<file path="src/rtl/isqrt_seq_pkg.sv">
// Shared definitions for the sequential integer square root: FSM encoding, counter sizing, rounding switch.
// Rounding build is selected with `define ISQRT_ROUND_EN.
package isqrt_seq_pkg;

  typedef enum logic [1:0] {
    IDLE = 2'd0,
    CALC = 2'd1,
    DONE = 2'd2
  } state_t;

  function automatic int clog2(input int v);
    int r;
    r = 0;
    while ((1 << r) < v) r++;
    return r;
  endfunction

`ifdef ISQRT_ROUND_EN
  localparam bit ROUND_EN = 1'b1;
`else
  localparam bit ROUND_EN = 1'b0;
`endif

endpackage

</file>
<file path="src/rtl/isqrt_step.sv">
// One restoring square-root digit: folds two radicand bits into the remainder and decides one root bit.
// Latency: combinational. Backpressure: none (pure function of its inputs).
module isqrt_step #(
  parameter int W = 16
) (
  input  logic [W+1:0] rem,
  input  logic [W-1:0] root,
  input  logic [1:0]   bits,
  output logic [W+1:0] rem_next,
  output logic [W-1:0] root_next
);

  logic [W+3:0] rem_sh;
  logic [W+3:0] trial;
  logic         ge;

  // Widened so the shift never drops bits; the partial remainder entering a step is always < 2^W.
  always_comb begin
    rem_sh    = {rem, bits};
    trial     = {2'b00, root, 2'b01};
    ge        = (rem_sh >= trial);
    rem_next  = (W+2)'(ge ? (rem_sh - trial) : rem_sh);
    root_next = W'({root, ge});
  end

endmodule

</file>
<file path="src/rtl/isqrt_seq.sv">
// Sequential floor square root of a 2W-bit radicand with remainder; optional round-to-nearest root (ISQRT_ROUND_EN).
// Latency: out_valid rises W+1 edges after accept (W iterations + one result-register cycle).
// Backpressure: result held in DONE until out_ready; no new radicand accepted outside IDLE.
module isqrt_seq
  import isqrt_seq_pkg::*;
#(
  parameter int SRC_DATA_WIDTH = 16
) (
  input  logic                          clk,
  input  logic                          rst,
  input  logic                          in_valid,
  output logic                          in_ready,
  input  logic [2*SRC_DATA_WIDTH-1:0]   radicand,
  output logic                          out_valid,
  input  logic                          out_ready,
  output logic [SRC_DATA_WIDTH-1:0]     root,
  output logic [SRC_DATA_WIDTH:0]       rem
);

  localparam int W     = SRC_DATA_WIDTH;
  localparam int CNT_W = clog2(W + 1);

  state_t           state_q;
  state_t           state_d;
  logic [CNT_W-1:0] cnt_q;
  logic [2*W-1:0]   rad_q;
  logic [W+1:0]     wrem_q;
  logic [W-1:0]     wroot_q;
  logic [W-1:0]     root_q;
  logic [W:0]       rem_q;

  logic [W+1:0]     step_rem;
  logic [W-1:0]     step_root;
  logic             last_cycle;
  logic [W:0]       fin_rem;
  logic [W-1:0]     fin_root;

  isqrt_step #(.W(W)) u_step (
    .rem       (wrem_q),
    .root      (wroot_q),
    .bits      (rad_q[2*W-1 -: 2]),
    .rem_next  (step_rem),
    .root_next (step_root)
  );

  // Counter runs 0..W-1 for the digit iterations; count W is the result-register cycle.
  assign last_cycle = (cnt_q == CNT_W'(W));
  assign fin_rem    = (W+1)'(wrem_q);

`ifdef ISQRT_ROUND_EN
  logic [W:0] rnd_sum;
  always_comb begin
    rnd_sum  = {1'b0, wroot_q} + (W+1)'(fin_rem > {1'b0, wroot_q});
    fin_root = rnd_sum[W] ? {W{1'b1}} : rnd_sum[W-1:0];
  end
`else
  assign fin_root = wroot_q;
`endif

  always_comb begin
    state_d = state_q;
    case (state_q)
      IDLE:    if (in_valid)   state_d = CALC;
      CALC:    if (last_cycle) state_d = DONE;
      DONE:    if (out_ready)  state_d = IDLE;
      default:                 state_d = IDLE;
    endcase
  end

  always_ff @(posedge clk) begin
    if (rst) begin
      state_q <= IDLE;
      cnt_q   <= '0;
      rad_q   <= '0;
      wrem_q  <= '0;
      wroot_q <= '0;
      root_q  <= '0;
      rem_q   <= '0;
    end else begin
      state_q <= state_d;
      case (state_q)
        IDLE: begin
          if (in_valid) begin
            rad_q   <= radicand;
            wrem_q  <= '0;
            wroot_q <= '0;
            cnt_q   <= '0;
          end
        end
        CALC: begin
          if (last_cycle) begin
            root_q <= fin_root;
            rem_q  <= fin_rem;
          end else begin
            wrem_q  <= step_rem;
            wroot_q <= step_root;
            rad_q   <= rad_q << 2;
            cnt_q   <= cnt_q + 1'b1;
          end
        end
        default: ;
      endcase
    end
  end

  assign in_ready  = (state_q == IDLE);
  assign out_valid = (state_q == DONE);
  assign root      = root_q;
  assign rem       = rem_q;

endmodule
</file>
<file path="config.mk">
export PLATFORM = sky130hd
export DESIGN_NAME = isqrt_seq
export DESIGN_NICKNAME = d
export VERILOG_FILES = /design/src/rtl/isqrt_seq_pkg.sv /design/src/rtl/isqrt_step.sv /design/src/rtl/isqrt_seq.sv
export SDC_FILE = /design/constraint.sdc
export NUM_CORES = 1
export LEC_CHECK = 0
export ABC_AREA = 1
export CORE_ASPECT_RATIO = 1.25
export CORE_MARGIN = 2
export CORE_UTILIZATION = 35
export CTS_BUF_LIST = sky130_fd_sc_hd__clkbuf_8
export DETAILED_ROUTE_END_ITERATION = 8
export MAX_ROUTING_LAYER = met4
export SLEW_MARGIN = 10
export SYNTH_ARGS = -nofsm -noshare
export SYNTH_HDL_FRONTEND = slang
export SYNTH_HIERARCHICAL = 1
export SYNTH_SLANG_ARGS = --single-unit
export TNS_END_PERCENT = 100
</file>
<file path="constraint.sdc">
create_clock -name clk -period 2.7 [get_ports clk]
set_input_delay 0.81 -clock clk [delete_from_list [all_inputs] [get_ports clk]]
set_output_delay 0.81 -clock clk [all_outputs]
set_load 0.02 [all_outputs]
</file>
[Word level (Yosys, flattened, before mapping)]
Index checks and enable logic that the tools add are counted.
Word-level totals
  bits in registers: 106
  input port bits: 36
  logic and storage cells: 39
Operators by class
  add/subtract/negate cells: 2
  order comparisons: 1
  multiplexer cells: 17
  reduce and logical (&&, ||, !) cells: 5
  equal/unequal tests: 7
Operators by type and width (number)
  $mux 32: 2
  $pmux 32 s2: 1
  $mux 18: 3
  $pmux 18 s2: 1
  $mux 16: 2
  $pmux 16 s2: 1
  $ge 20x18->1: 1
  $sub 18x18->18: 1
  $mux 5: 2
  $pmux 5 s2: 1
  $mux 2: 3
  $ne 2x2->1 const B: 3
  $pmux 2 s3: 1
  $reduce_and 3->1: 2
  $add 5x1->5 const B: 1
  $eq 5x5->1 const B: 1
  $eq 2x1->1 const B: 1
  $eq 2x2->1 const B: 1
  $logic_not 2->1: 1
  $ne 2x1->1 const B: 1
  $reduce_and 2->1: 1
  $reduce_bool 2->1: 1

[Depth between registers and ports, before layout]
  depth in word-level cells: 4
  depth in mapped cells: 18
  depth with buffers taken out: 17

[By module]
Netlist, hierarchy kept.
Modules (own cells, without submodules)
  isqrt_seq: cells an instance 641, times used 1, area an instance 4538.1 um2, seq. area each 2122.0 um2
  isqrt_step: cells an instance 287, times used 1, area an instance 1501.4 um2, seq. area each 0.0 um2

[Worst setup path before layout]
Ideal clock, no wire load.
  path type: reg-to-reg
  start point: register wroot_q[11], in the netlist fin_root[11]
  end point: register wrem_q[15]
  required time: 2631 ps
  stages on the path, launching flop included: 19
  arrival time: 1915 ps
  library setup time: 69 ps
  setup slack: 716 ps
  cell sequence: dfxtp_1 inv_1 ha_1 nand2_1 nand2_1 nand3_1 nand2_1 nand2_1 nand2_1 nor2_1 nand2_4 inv_4 buf_8 nand2_1 nand2_1 inv_1 nor2_1 nand2_2 a21oi_2
On the way
  longest elaborated chain between the ends: 4
  elaborated cells between the ends (all ways): 5
  classes of those cells: 1 x add/sub; 1 x order compare; 3 x mux
Ends and longest elaborated chain
  start: declaration: RTL line isqrt_seq.sv:28  | logic [W-1:0] wroot_q;
  start signal: assignment: RTL line isqrt_seq.sv:96  | wroot_q <= step_root;
  $sub 18x18->18 / $ge 20x18->1 (equally long branches): RTL line isqrt_step.sv:22, isqrt_step.sv:21
  $mux 18 (*): RTL line isqrt_step.sv:22  | rem_next = (W+2)'(ge ? (rem_sh - trial) : rem_sh);
  named net step_rem[15]: RTL line isqrt_seq.sv:32  | logic [W+1:0] step_rem;
  $mux 18 (*): RTL line isqrt_seq.sv:91  | if (last_cycle) begin
  $pmux 18 s2 (*): RTL line isqrt_seq.sv:81  | case (state_q)
  end signal: assignment: RTL line isqrt_seq.sv:95  | wrem_q <= step_rem;
  end: declaration: RTL line isqrt_seq.sv:27  | logic [W+1:0] wrem_q;
Mark *: on every way through the listed nets, which the timed path passes. The rest lies on a longest branch. The select of a mux whose other input is x is not followed.
A chain may end at the register's enable or synchronous reset.

[Worst setup path in the final report]
  start point: register wroot_q[9], in the netlist fin_root[9]
  end point: register wrem_q[12]
On the way
  longest elaborated chain between the ends: 4
  elaborated cells between the ends (all ways): 5
  classes of those cells: 1 x add/sub; 1 x order compare; 3 x mux
Ends and longest elaborated chain
  $ge 20x18->1: RTL line isqrt_step.sv:21  | ge = (rem_sh >= trial);
  named net step_root[0]: RTL line isqrt_seq.sv:33  | logic [W-1:0] step_root;
  $mux 18: RTL line isqrt_step.sv:22
  named net step_rem[12]: RTL line isqrt_seq.sv:32
  $mux 18: RTL line isqrt_seq.sv:91
  $pmux 18 s2: RTL line isqrt_seq.sv:81
The timed path passes the listed nets, and every way through them passes these cells. The select of a mux whose other input is x is not followed.

==> metrics.cfg <==
[place]
dp_hpwl_um=11000
gp_congestion=0.973
postPlaceCellArea_sq_mm=0.00675
place_ws_ns=0.252
portBuffers=70

[synth]
synth_most_common_cell=nand2_1
synth_top_area_cell=dfxtp_1
synth_edf_count=0
netlist.area_leader.share_pct=35.1
ys_ff_latch=106
synthCells=928
synth_flop_cell=dfxtp_1
synthArstFlopShare_pct=0
syn-num-nets=984
synth_area_per_cell_sq_um=6.51
yosysSeqAreaShare_pct=35.1
synthesis.area_sq_mm=0.00604
ys_warn_count=6
synth_cell_types=37
synth_area_leaders=dfxtp_1, nand2_1, nor2_1, inv_1, o21ai_0
synth_common_cells=nand2_1, nor2_1, inv_1

[setup_path]
path_class=reg -> reg
arrival_ns=2.81
slowest_delay_ns=0.42
required_ns=3.01
crit_path_end_kind=register
slowest_stage=dfxtp_1
start_kind=register
crit_chain=inv_1 -> ha_1 -> a21oi_1 -> nand2_1 -> inv_1 -> nand3_1 -> nand2_2 -> nand2_4 -> inv_4 -> nand2_1 -> nand2_1 -> inv_1 -> nor2_1 -> nand2_2 -> a21oi_2
critPathMaxFanout=21

[power_and_ir_drop]
power_density_mw_per_mm2=642
leakage_nw=3.00
power_mw=4.47
irDropWorstVdd_mv=0.252

[clock_network]
cts_root_buffer=clkbuf_8
htreeDepth=3
worst_skew_pair.late_latency_ns=0.38
cts_buffer_depth=2
cts_sinks=106
cts_tree=yes
clk_pin_slew_ns=0.10
numCtsBuffers=9
postCtsHoldBufs=0
cts_resized=0
post_cts_buffers=0

[global_routing]
grt-ovfl-total=0
grt_pass1_vias=5220
grt_pass1_wl_um=25600
grtUsageTotal_pct=18.1
grt_max_degree=58
antenna_found_initial=0

[sta]
rsz0062_at_grt=no
worst_hold_slack_ns=0.446
setup_viol=0
slew_headroom_pct=56.7
hold_viol=0
layout_min_cycle_time_ns=2.50
tightest_slew_ns=0.650
clock.fmax_mhz=400
final.setup_skew_ns=0.0132
tns_ns=0
post-route-period-util_pct=92.5
layout_setup_ws_ns=0.202
drv_slew=0

[final_layout]
area_delta_synth_final_pct=15.4
diodes=0
num-fill-cells=1885
final_layout_size_suffix_gt1_share_pct=6.96
stdcell_area_sq_mm=0.00697
final_nets=1013

[routing]
firstDrtPassIters=5
ant_nets=0
drc=0
viasPerCell=4.74
drt_iter0_drc=254
routed_wl_um=15900
routed-via-count=5598
wl_per_cell_um=13.5

[outcome]
status=finished, final reports clean

[die]
fp.dieW_um=121
die_y_um=151
rows=53
ios=71
core_sq_mm=0.0168
die_area_sq_mm=0.0183
initial_core_util_pct=35.9

[flow_run]
cap_violations=0

[min_path]
hold_path_class=reg -> reg

## registers in the layout, summed over array words and instances, names as in the netlist
register,count
rem,17
wrem_q,18
cnt_q,5
fin_root,16
state_q,2
rad_q,32
root,16
## metal layers
metal	wire (um)	global-route usage (%)	vias up
li1	-	-	2928
met1	7230	22.2	2501
met2	7470	29.8	139
met3	637	2.33	30
met4	584	8.22	0
met5	0	-	-
## placed cells by master (no fill, tap or decap)
cell type	instances
nand2_1	238
nor2_1	120
inv_1	116
dfxtp_1	106
o21ai_0	74
clkdlybuf4s50_1	70
a21oi_1	67
nand3_1	52
ha_1	20
nand2_2	14
buf_4	12
a21oi_2	10
a22oi_1	10
clkbuf_8	9
xor2_1	8
inv_2	4
o21ai_1	3
nand3b_1	3
nand2_4	2
nand4_1	2
bufinv_16	2
buf_12	2
and2_2	2
nor3b_1	1
nand3_2	1
clkinv_4	1
inv_6	1
clkinvlp_4	1
clkinv_2	1
nor3_2	1
nor3_4	1
nor2_2	1
and3_1	1
a211oi_1	1
inv_4	1
nor3_1	1
o21bai_1	1
xnor2_1	1
xor2_2	1
## power by group
part	switching, mW	internal [mW]
clock	0.559	0.523
combinational	1.08	0.573
sequential	0.0801	1.65
total	1.72	2.75
## critical path, delay by kind of cell (launching register included)
kind                     cells  cell delay [ns]
AND/OR/NAND/NOR              8             0.87
flip-flops                   1             0.42
adder cells (fa/ha/maj)      1             0.36
AO/OA/AOI/OAI                2             0.36
buffers and inverters        4             0.42
## cell type report
class	instances	area, sq um	area share (%)
clock inverter	7	93.8	1.35
multi-input combinational	636	3070	44.0
tap	220	275	3.95
clock buffer	9	124	1.78
inverter	120	453	6.50
sequential	106	2120	30.5
timing repair buffer	84	831	11.9
## through the flow
step	std cells	utilization, %
2_1_floorplan	928	-
3_3_place_gp	1166	40.1
3_5_place_dp	1166	40.1
4_1_cts	1182	41.4
5_1_grt	1182	41.4
6_report	1182	41.4
## worst paths after layout
kind / depth (start not counted) / start / to / slack (ns)
worst max-delay path: 15 / fin_root[9]$_SDFFE_PP0P_ / wrem_q[12]$_SDFFE_PP0P_ / 0.20
worst min-delay path: 2 / rem[9]$_SDFFE_PP0P_ / rem[9]$_SDFFE_PP0P_ / 0.45
worst max register to register: 15 / fin_root[9]$_SDFFE_PP0P_ / wrem_q[12]$_SDFFE_PP0P_ / 0.20
worst min register to register: 2 / rem[9]$_SDFFE_PP0P_ / rem[9]$_SDFFE_PP0P_ / 0.45
## logic make-up after synthesis
logic type / Yosys count / share of synthesized area, %
xor gates and xnor gates: 10 / 1.57
adders and majority gates: 20 / 4.14
buffers and inverters: 186 / 14.1
DFF: 106 / 35.1
and+or+nand+nor: 440 / 30.2
AOI/OAI and AO/OA: 166 / 14.9
No activity file was read; power rests on OpenSTA's default activity.
